### src/rtl/ex_muldiv_seq_pkg.sv
// Shared types for the multi-cycle M-extension sequencer beside the EX-stage ALU.
package ex_muldiv_seq_pkg;

  localparam int unsigned WORD_W = 32;
  localparam int unsigned CNT_W  = 7;

  typedef enum logic [2:0] {
    MDU_MUL    = 3'b000,
    MDU_MULH   = 3'b001,
    MDU_MULHSU = 3'b010,
    MDU_MULHU  = 3'b011,
    MDU_DIV    = 3'b100,
    MDU_DIVU   = 3'b101,
    MDU_REM    = 3'b110,
    MDU_REMU   = 3'b111
  } mdu_op_e;

  typedef enum logic [1:0] {
    MDU_IDLE,
    MDU_BUSY,
    MDU_DONE
  } mdu_state_e;

endpackage

### src/rtl/ex_muldiv_seq_if.sv
// EX-stage <-> M-extension sequencer handshake bundle.
interface ex_muldiv_seq_if #(
  parameter int unsigned XLEN = 32
);
  logic            valid_i;
  logic [2:0]      funct3_i;
  logic            is_word_op_i;
  logic [XLEN-1:0] src_a_i;
  logic [XLEN-1:0] src_b_i;
  logic            flush_i;
  logic            stall_o;
  logic            done_o;
  logic [XLEN-1:0] result_o;

  modport master (
    output valid_i, funct3_i, is_word_op_i, src_a_i, src_b_i, flush_i,
    input  stall_o, done_o, result_o
  );

  modport slave (
    input  valid_i, funct3_i, is_word_op_i, src_a_i, src_b_i, flush_i,
    output stall_o, done_o, result_o
  );
endinterface

### src/rtl/ex_muldiv_seq_divstep.sv
// One restoring-division step: shift {rem,quo} left, trial-subtract divisor, set quotient bit.
module ex_muldiv_seq_divstep #(
  parameter int unsigned XLEN = 32
) (
  input  logic [XLEN-1:0] i_rem,
  input  logic [XLEN-1:0] i_quo,
  input  logic [XLEN-1:0] i_divisor,
  output logic [XLEN-1:0] o_rem,
  output logic [XLEN-1:0] o_quo
);
  logic [XLEN:0]   w_shift;
  logic [XLEN-1:0] w_diff;
  logic            w_ge;

  assign w_shift = {i_rem, i_quo[XLEN-1]};
  assign w_ge    = (w_shift >= {1'b0, i_divisor});
  // When w_ge the true difference is below the divisor, so the low XLEN bits are exact.
  assign w_diff  = w_shift[XLEN-1:0] - i_divisor;
  assign o_rem   = w_ge ? w_diff : w_shift[XLEN-1:0];
  assign o_quo   = {i_quo[XLEN-2:0], w_ge};
endmodule

### src/rtl/ex_muldiv_seq.sv
// Iterative shift-add MUL/MULH* and restoring DIV/REM sequencer; owns the EX stall for M ops.
// Optional MDU_EARLY_OUT_EN: trivial operands (div by zero, signed overflow, zero mul operand) skip BUSY.
module ex_muldiv_seq
  import ex_muldiv_seq_pkg::*;
#(
  parameter int unsigned XLEN = 32
) (
  input  logic           clk,
  input  logic           reset,
  ex_muldiv_seq_if.slave bus
);
  localparam int unsigned PW   = 2 * XLEN;
  localparam bit          W_EN = (XLEN == 64);

  mdu_state_e       r_state, w_state_nxt;
  logic [CNT_W-1:0] r_cnt;
  mdu_op_e          r_op;
  logic             r_word, r_neg, r_special;
  logic [XLEN-1:0]  r_spec_res, r_mplier;
  logic [PW-1:0]    r_acc, r_mcand;

  mdu_op_e          w_op;
  logic             w_word, w_accept, w_is_div, w_is_rem, w_a_sgn, w_b_sgn, w_neg;
  logic             w_b_zero, w_ovf, w_div_special, w_early;
  logic signed [WORD_W-1:0] w_a_lo, w_b_lo, w_raw_lo;
  logic [XLEN-1:0]  w_a_ext, w_b_ext, w_a_neg, w_b_neg, w_a_mag, w_b_mag, w_a_align;
  logic [XLEN-1:0]  w_min, w_spec_res, w_rem_nxt, w_quo_nxt;
  logic [CNT_W-1:0] w_n;

  // Operand decode at accept: sign-extend word ops, take magnitudes over N bits.
  assign w_op      = mdu_op_e'(bus.funct3_i);
  assign w_word    = W_EN & bus.is_word_op_i;
  assign w_a_lo    = bus.src_a_i[WORD_W-1:0];
  assign w_b_lo    = bus.src_b_i[WORD_W-1:0];
  assign w_a_ext   = w_word ? XLEN'(w_a_lo) : bus.src_a_i;
  assign w_b_ext   = w_word ? XLEN'(w_b_lo) : bus.src_b_i;
  assign w_is_div  = w_op inside {MDU_DIV, MDU_DIVU, MDU_REM, MDU_REMU};
  assign w_is_rem  = w_op inside {MDU_REM, MDU_REMU};
  assign w_a_sgn   = (w_op inside {MDU_MUL, MDU_MULH, MDU_MULHSU, MDU_DIV, MDU_REM}) & w_a_ext[XLEN-1];
  assign w_b_sgn   = (w_op inside {MDU_MUL, MDU_MULH, MDU_DIV, MDU_REM}) & w_b_ext[XLEN-1];
  assign w_neg     = w_is_rem ? w_a_sgn : (w_a_sgn ^ w_b_sgn);
  assign w_a_neg   = w_a_sgn ? -w_a_ext : w_a_ext;
  assign w_b_neg   = w_b_sgn ? -w_b_ext : w_b_ext;
  assign w_a_mag   = w_word ? (w_a_neg & XLEN'(32'hFFFF_FFFF)) : w_a_neg;
  assign w_b_mag   = w_word ? (w_b_neg & XLEN'(32'hFFFF_FFFF)) : w_b_neg;
  assign w_a_align = w_word ? (w_a_mag << (XLEN - WORD_W)) : w_a_mag;
  assign w_n       = w_word ? CNT_W'(WORD_W) : CNT_W'(XLEN);
  assign w_min     = w_word ? ~XLEN'(32'h7FFF_FFFF) : (XLEN'(1) << (XLEN - 1));

  assign w_b_zero      = (w_b_ext == '0);
  assign w_ovf         = (w_op inside {MDU_DIV, MDU_REM}) & (w_b_ext == '1) & (w_a_ext == w_min);
  assign w_div_special = w_is_div & (w_b_zero | w_ovf);
  assign w_spec_res    = !w_div_special ? '0 :
                         w_b_zero ? (w_is_rem ? w_a_ext : '1) :
                                    (w_is_rem ? '0 : w_a_ext);

`ifdef MDU_EARLY_OUT_EN
  logic w_mul_zero;
  assign w_mul_zero = !w_is_div & ((w_a_mag == '0) | (w_b_mag == '0));
  assign w_early    = w_div_special | w_mul_zero;
`else
  assign w_early    = 1'b0;
`endif

  assign w_accept = (r_state == MDU_IDLE) & bus.valid_i & !bus.flush_i;

  ex_muldiv_seq_divstep #(.XLEN(XLEN)) u_divstep (
    .i_rem     (r_acc[PW-1:XLEN]),
    .i_quo     (r_acc[XLEN-1:0]),
    .i_divisor (r_mcand[XLEN-1:0]),
    .o_rem     (w_rem_nxt),
    .o_quo     (w_quo_nxt)
  );

  always_ff @(posedge clk or posedge reset) begin
    if (reset) r_state <= MDU_IDLE;
    else       r_state <= w_state_nxt;
  end

  always_comb begin
    w_state_nxt = r_state;
    case (r_state)
      MDU_IDLE: if (w_accept) w_state_nxt = w_early ? MDU_DONE : MDU_BUSY;
      MDU_BUSY: if (r_cnt == CNT_W'(1)) w_state_nxt = MDU_DONE;
      MDU_DONE: w_state_nxt = MDU_IDLE;
      default:  w_state_nxt = MDU_IDLE;
    endcase
    if (bus.flush_i) w_state_nxt = MDU_IDLE;
  end

  // Datapath: latch at accept, one bit per BUSY cycle.
  always_ff @(posedge clk or posedge reset) begin
    if (reset) begin
      r_cnt      <= '0;
      r_op       <= MDU_MUL;
      r_word     <= 1'b0;
      r_neg      <= 1'b0;
      r_special  <= 1'b0;
      r_spec_res <= '0;
      r_mplier   <= '0;
      r_acc      <= '0;
      r_mcand    <= '0;
    end else if (bus.flush_i) begin
      r_cnt <= '0;
    end else begin
      case (r_state)
        MDU_IDLE: if (w_accept) begin
          r_cnt      <= w_n;
          r_op       <= w_op;
          r_word     <= w_word;
          r_neg      <= w_neg;
          r_special  <= w_div_special | w_early;
          r_spec_res <= w_spec_res;
          r_mplier   <= w_b_mag;
          r_mcand    <= w_is_div ? PW'(w_b_mag) : PW'(w_a_mag);
          r_acc      <= w_is_div ? PW'(w_a_align) : '0;
        end
        MDU_BUSY: begin
          r_cnt <= r_cnt - CNT_W'(1);
          if (r_op[2]) begin
            r_acc <= {w_rem_nxt, w_quo_nxt};
          end else begin
            r_acc    <= r_acc + (r_mplier[0] ? r_mcand : PW'(0));
            r_mcand  <= r_mcand << 1;
            r_mplier <= r_mplier >> 1;
          end
        end
        MDU_DONE: r_cnt <= '0;
        default:  r_cnt <= '0;
      endcase
    end
  end

  logic            w_r_is_rem;
  logic [PW-1:0]   w_prod;
  logic [XLEN-1:0] w_qr, w_mul_hi, w_raw, w_final;

  // Sign fix and selection of the final value presented on the DONE cycle.
  assign w_r_is_rem = r_op inside {MDU_REM, MDU_REMU};
  assign w_prod     = r_neg ? -r_acc : r_acc;
  assign w_qr       = w_r_is_rem ? r_acc[PW-1:XLEN] : r_acc[XLEN-1:0];
  assign w_mul_hi   = r_word ? XLEN'(w_prod[63:32]) : w_prod[PW-1:XLEN];
  assign w_raw      = r_op[2] ? (r_neg ? -w_qr : w_qr) :
                      (r_op == MDU_MUL) ? w_prod[XLEN-1:0] : w_mul_hi;
  assign w_raw_lo   = w_raw[WORD_W-1:0];
  assign w_final    = r_special ? r_spec_res : (r_word ? XLEN'(w_raw_lo) : w_raw);

  always_comb begin
    bus.stall_o  = 1'b0;
    bus.done_o   = 1'b0;
    bus.result_o = '0;
    if (!reset) begin
      bus.stall_o = w_accept | (r_state == MDU_BUSY);
      if ((r_state == MDU_DONE) && !bus.flush_i) begin
        bus.done_o   = 1'b1;
        bus.result_o = w_final;
      end
    end
  end

endmodule
### src/flat_wrapper.sv
// flat-port wrapper written by rule: the top's interface ports become plain ports
module ex_muldiv_seq_flat import ex_muldiv_seq_pkg::*;
#(
  parameter int unsigned XLEN = 32
)
  (clk, reset, bus_valid_i, bus_funct3_i, bus_is_word_op_i, bus_src_a_i, bus_src_b_i, bus_flush_i, bus_stall_o, bus_done_o, bus_result_o);
  ex_muldiv_seq_if #(.XLEN(XLEN)) bus_i ();
  input  logic clk;
  input  logic reset;
  input wire logic [$bits(bus_i.valid_i)-1:0] bus_valid_i;
  input wire logic [$bits(bus_i.funct3_i)-1:0] bus_funct3_i;
  input wire logic [$bits(bus_i.is_word_op_i)-1:0] bus_is_word_op_i;
  input wire logic [$bits(bus_i.src_a_i)-1:0] bus_src_a_i;
  input wire logic [$bits(bus_i.src_b_i)-1:0] bus_src_b_i;
  input wire logic [$bits(bus_i.flush_i)-1:0] bus_flush_i;
  output wire logic [$bits(bus_i.stall_o)-1:0] bus_stall_o;
  output wire logic [$bits(bus_i.done_o)-1:0] bus_done_o;
  output wire logic [$bits(bus_i.result_o)-1:0] bus_result_o;
  assign bus_i.valid_i = bus_valid_i;
  assign bus_i.funct3_i = bus_funct3_i;
  assign bus_i.is_word_op_i = bus_is_word_op_i;
  assign bus_i.src_a_i = bus_src_a_i;
  assign bus_i.src_b_i = bus_src_b_i;
  assign bus_i.flush_i = bus_flush_i;
  assign bus_stall_o = bus_i.stall_o;
  assign bus_done_o = bus_i.done_o;
  assign bus_result_o = bus_i.result_o;
  ex_muldiv_seq #(.XLEN(XLEN)) u_core (.clk(clk), .reset(reset), .bus(bus_i));
endmodule
### config.mk
export PLATFORM = sky130hd
export DESIGN_NAME = ex_muldiv_seq_flat
export DESIGN_NICKNAME = d
export VERILOG_FILES = /design/src/rtl/ex_muldiv_seq_pkg.sv /design/src/rtl/ex_muldiv_seq_if.sv /design/src/rtl/ex_muldiv_seq_divstep.sv /design/src/rtl/ex_muldiv_seq.sv /design/src/flat_wrapper.sv
export SDC_FILE = /design/constraint.sdc
export NUM_CORES = 1
export LEC_CHECK = 0
export ABC_AREA = 0
export CAP_MARGIN = 25
export CORE_AREA = 2 2 203 205
export CTS_CLUSTER_DIAMETER = 200
export DETAILED_ROUTE_END_ITERATION = 16
export DIE_AREA = 0 0 205 207
export GPL_TIMING_DRIVEN = 1
export PLACE_DENSITY = 0.69
export SETUP_SLACK_MARGIN = 0.3
export SYNTH_ARGS = -nofsm -noshare
export SYNTH_HDL_FRONTEND = slang
export SYNTH_SLANG_ARGS = --single-unit
### constraint.sdc
create_clock -name clk -period 18.65 [get_ports clk]
set_clock_uncertainty 0.05 [all_clocks]
set_input_delay 3.73 -clock clk [delete_from_list [all_inputs] [get_ports clk]]
set_output_delay 3.73 -clock clk [all_outputs]
set_load 0.1 [all_outputs]
==> out/metrics.csv, run 1 <==
metric,value,unit
r2r-start,u_core.r_mplier[0],
finalHoldViolations,0,
slew_viol_final,0,
synth-edff-count,0,
min_path_type,reg -> reg,
die-width,205,µm
wl_per_cell,24.3,µm
routabilityCongestion,1.01,
synth_nets,3001,
whs,0.423,ns
p_per_area,155,nW/µm²
io-pin-count,106,
synth_flop_cell,dfrtp_1,
slowest_stage,clkdlybuf4s50_1,
swShare,52.1,%
synth_cell_types,90,
r2r_end,u_core.r_acc[57],
clk_latency,0.58,ns
cts_tree,done,
cts_hold_buf,0,
drtAntennaViolNets,0,
drv_cap,0,
regArea,5160,µm²
first_iter_violations,2247,
min-delay-start,u_core.r_spec_res[11],
die_y,207,µm
fmax,0.0902,GHz
core_area,40400,µm²
crit_path_cell_trace,clkdlybuf4s50_1 -> inv_8 -> nand3_1 -> buf_4 -> clkinv_1 -> o21ai_0 -> a21oi_1 -> clkdlybuf4s50_1,
grt_use_total,37.8,%
worstPathRequired,14.87,ns
h-tree-depth,1,
power.leakage,9.58,nW
grt_pass1_vias,20500,
cts_buffers,27,
ir_worst_vdd,0.116,mV
p_clk_share,15.4,%
yosysTopAreaCell,dfrtp_1,
slew_headroom,29.9,%
p_int,1.69,mW
area.growth.synth_to_final,10.3,%
seqPwrFrac,24.0,%
num_vias,21800,
cts-root-buf,clkbuf_16,
fin_crit_sh,59.5,%
cts_sinks,206,
rrSetupSlack,13.92,ns
row_count,74,
holdPathEnd,u_core.r_spec_res[11],
tightest_slew,1.03,ns
synth_area,20600,µm²
yosysSeqAreaShare,25.0,%
worstPathArrival,7.31,ns
start_util,51.1,%
end_kind,primary output,
setup_tns,0,ns
final.fill_count,3957,
syn_area_per_cell,7.30,µm²
rsz0062_at_grt,no,
async_flop_share,100,%
drc,0,
cp_num_buf_inv,5,
synth_top_area_share,25.0,%
p_switching,1.83,mW
cpLargestDelayFamily,buffers and inverters,
path_clk_slew,0.05,ns
path_max_fanout,93,
yosys_warnings,0,
portBuffers,104,
netlist_instances,2825,
final_nets,2960,
antenna_cells,0,
ys_ff_latch,206,
path_class,in -> out,
whs_path_depth,2,
drive_above_1_share,4.89,%
grt_max_degree,97,
globalRouteOverflowTotal,0,
reg2reg_depth,12,
min_period,11.09,ns
setup_viol,0,
status,"finished, final reports clean",
critical_path.max_stage_delay,1.20,ns
clockBufferDepth,3,
synth_area_leaders,"dfrtp_1 25%, a21oi_1 7.1%, nand2_1 6.5%, ha_1 6.2%, o21ai_0 6.1%",
cp-start-kind,input port,
cts_setup_buffers,0,
cts.repair.resized,0,
multiInputGateArea,14400,µm²
dp_hpwl,61300,µm
dr.pass1.iters,6,
routed_via_density,6.54,
routed_wl,81200,µm
crit_path_frequent_cell,clkdlybuf4s50_1,
antenna_found_initial,1,
p_comb_share,60.6,%
die_area,42400,µm²
grt_pass1_wl,124000,µm
layer usage:
metal  GRT usage [%]  vias up  wire, µm
met5               0        -        13
met4            16.2        2      3730
met3            8.46      183      7920
met2            55.4     1067     34500
met1            53.1    10500     35100
li1                -    10100         -
synth_stat cells (27+ instances only):
cell,number
inv_1,76
nor2_1,272
a211oi_1,34
xor2_1,104
a31oi_1,28
nand2_1,358
a21oi_1,291
nand3_1,99
and2_1,69
xnor2_1,121
o31ai_1,30
o221ai_1,29
clkbuf_1,178
dfrtp_1,206
a21o_1,45
o21ai_0,251
nand4_1,38
or3_1,27
mux2i_1,46
ha_1,102
nor3_1,65
per-stage QoR:
stage | setup WS, ns | power, mW | util (%) | instances | area (µm²)
global route | 7.41 | 3.75 | 56.4 | 3334 | 22800
finish | 7.56 | 3.52 | 56.4 | 3334 | 22800
global placement | 7.63 | 2.89 | 54.1 | 3284 | 21800
detailed placement | 7.54 | 2.92 | 54.1 | 3284 | 21800
floorplan | 3.10 | 2.28 | - | 2825 | 20600
CTS | 7.55 | 3.47 | 56.3 | 3331 | 22700
power groups by stage:
stage,Clock (mW),Sequential [mW],Combinational [mW]
after CTS,0.548,0.827,2.09
after floorplan,0,0.659,1.62
final,0.541,0.845,2.14
after global routing,0.564,0.852,2.34
after global placement,0,0.830,2.06
after detailed placement,0,0.835,2.08
kinds of logic after synthesis:
| kind of cell | share of synthesized area (%) |
|---|---|
| xor+xnor | 9.55 |
| compound gates | 27.4 |
| fa+ha+maj | 6.38 |
| mux | 2.78 |
| flops | 25.0 |
| buf+inv | 5.45 |
| simple gates | 23.5 |
cell usage in the layout, fill, tap and decap left out, drive strengths merged, types with 39 or more instances in the layout:
cell type,count
nand2,359
clkdlybuf4s50,103
ha,102
nand3,99
inv,77
and2,69
nand4,39
a21o,45
o21ai,268
nor2,272
xor2,104
xnor2,121
mux2i,47
nor3,67
dfrtp,206
a21oi,292
worst max-delay path by stage:
stage               startpoint          endpoint  slack (ns)  depth (start not counted)
floorplan                reset  bus_result_o[13]        3.10                          6
CTS                      reset   bus_result_o[7]        7.55                          8
global route             reset   bus_result_o[7]        7.41                          8
detailed placement       reset   bus_result_o[7]        7.54                          8
finish                   reset   bus_result_o[7]        7.56                          8
global placement         reset   bus_result_o[7]        7.63                          8
worst reg2reg max path, delay by kind of cell (launching register included):
| family | cells | cell delay (ns) |
|---|---|---|
| DFF | 1 | 0.35 |
| adders and majority gates | 1 | 0.50 |
| and+or+nand+nor | 5 | 1.26 |
| buffers and inverters | 1 | 0.28 |
| AOI/OAI and AO/OA | 5 | 2.15 |
registers in the layout, summed over array words and instances (netlist names):
register and cells:
u_core.r_acc 64, u_core.r_mcand 64, u_core.r_mplier 32, u_core.r_spec_res 32, u_core.r_cnt 7, u_core.r_op 3, u_core.r_state 2, u_core.r_neg 1
u_core.r_special 1
area by class of cell:
cell class | count | area share [%]
clock buffers | 37 | 3.22
clock inverters | 10 | 0.687
inverters | 79 | 1.34
multi-input cells | 2329 | 63.3
flip-flops and latches | 206 | 22.7
well taps | 532 | 2.92
repair buffers | 141 | 5.88
Note: power is estimated with default switching activity, not from simulation.
==> run 2, diff against run 1 <==
clock period = 10.26 ns   (was 18.65 ns; I/O delays follow)
==> run 2 against run 1 <==
  * Via count hardly changed
  * Register-to-register slack worse by 8.4 ns
  * Cell count stayed put
  * Core utilization is 0.29 points higher
  * Critical endpoint is now bus_result_o[19]
  * Sequential share of layout area is 0.11 points lower
  * First-iteration DRC count is 6.7% higher
  * Worst hold slack better by 0.0011 ns
  * Highest routed layer unchanged
  * Combinational power is 80% higher
  * Critical path depth is 3 higher
  * Die area stayed put
  * Power is 84% higher
  * Count of clock-buffer cells in the layout is 4 higher
==> out/metrics.csv, run 2 (same netlist as run 1, synthesis figures left out) <==
metric,value,unit
status,"finished, final reports clean",
setup_tns,0,ns
dr.pass1.iters,5,
use_met2,56.9,%
p_per_area,283,nW/µm²
drive_above_1_share,5.03,%
final_nets,2958,
met1_usage,53.6,%
path_max_fanout,57,
dp_hpwl,61500,µm
routabilityCongestion,0.997,
multiInputGateArea,14400,µm²
num_vias,21800,
drtAntennaViolNets,0,
crit_start,u_core.r_op[2],
die-width,205,µm
grt_use_total,38.3,%
regArea,5160,µm²
timing.final.ws_setup,2.14,ns
min_path_type,reg -> reg,
final_util,56.7,%
grt_max_degree,138,
place_ws,2.88,ns
fin_crit_sh,79.2,%
final_cells,3334,
grtUsageMet3,7.98,%
end_kind,primary output,
grt.busiest_layer,met2,
grt_pass1_vias,20600,
routed_wl,82300,µm
cp-start-kind,flip-flop,
portBuffers,104,
cts_sinks,206,
io-pin-count,106,
row_count,74,
clk_latency,0.58,ns
fmax,0.123,GHz
r2r-start,u_core.r_mplier[0],
cts_setup_buffers,0,
design_area,22900,µm²
reg2reg_depth,14,
worstPathRequired,8.16,ns
place_area,21800,µm²
min_period,8.12,ns
globalRouteOverflowTotal,0,
p_total,6.46,mW
drv_cap,0,
path_clk_slew,0.06,ns
tightest_slew,1.02,ns
clockBufferDepth,3,
path_class,reg -> out,
final.fill_count,3857,
crit_path_end,bus_result_o[19],
cts-root-buf,clkbuf_16,
ir_worst_vdd,0.189,mV
drc,0,
mostFrequentLayoutCells,"356 x nand2_1, 289 x a21oi_1, 269 x nor2_1",
first_iter_violations,2397,
cts_tree,done,
worstPathArrival,6.02,ns
slew_viol_final,0,
place_inst,3283,
slew_headroom,31.2,%
rrSetupSlack,5.57,ns
final_common_cell,nand2_1,
top_regs,"u_core.r_acc x64, u_core.r_mcand x64",
setup_viol,0,
rsz0062_at_grt,no,
cts.repair.resized,0,
core_area,40400,µm²
r2r_end,u_core.r_acc[51],
die_y,207,µm
whs,0.425,ns
wl_per_cell,24.7,µm
routed_via_density,6.54,
finalHoldViolations,0,
start_util,51.1,%
grt_pass1_wl,125000,µm
power.leakage,9.63,nW
cts_hold_buf,0,
h-tree-depth,1,
die_area,42400,µm²
antenna_found_initial,2,
cts_buffers,26,
area.growth.synth_to_final,10.9,%
[run 2: cell count changes in the layout (fill, tap and decap cells not counted), sizes merged]
| cell | delta |
|---|---|
| buf | -1 |
| diode | +1 |
| clkbuf | +4 |
| clkinv | -2 |
| inv | -2 |
[run 2: worst min path at each step]
stage	from	endpoint	slack (ns)	cells past startpoint
after floorplan	u_core.r_mcand[63]	u_core.r_mcand[63]	0.39	2
after global placement	u_core.r_spec_res[9]	u_core.r_spec_res[9]	0.41	2
after detailed placement	u_core.r_spec_res[22]	u_core.r_spec_res[22]	0.42	2
after CTS	u_core.r_spec_res[22]	u_core.r_spec_res[22]	0.43	2
after global routing	u_core.r_mcand[57]	u_core.r_mcand[57]	0.45	2
final	u_core.r_spec_res[13]	u_core.r_spec_res[13]	0.42	2
[run 2: routing by layer]
metal	wire (µm)	up-vias
met5	11	-
met4	3930	2
met3	8810	201
met2	35200	1131
met1	34400	10400
li1	-	10100
[run 2: report_power, final]
group | switching (mW) | internal (mW) | total [mW]
Sequential | 0.543 | 1.02 | 1.56
Clock | 0.398 | 0.655 | 1.05
Combinational | 2.40 | 1.45 | 3.85
[run 2: final cells by class]
type | instances | area share [%]
sequential | 206 | 22.6
inverter | 79 | 1.31
clock inverter | 6 | 0.569
antenna | 1 | 0.0109
clock buffer | 41 | 3.66
tap | 532 | 2.91
multi-input combinational | 2329 | 63.0
timing repair buffer | 140 | 6.02
[run 2: worst max-delay path: stages (launching register included)]
cell and delay (ns):
dfrtp_4 0.86, nand2_2 0.64, o31ai_2 0.53, nand3_1 0.30
nor4_1 0.94, nand2_1 0.14, nand2_1 0.13, xnor2_1 0.08
a211oi_1 0.45, a21oi_1 0.08, nor2_1 0.13, clkdlybuf4s50_1 1.15
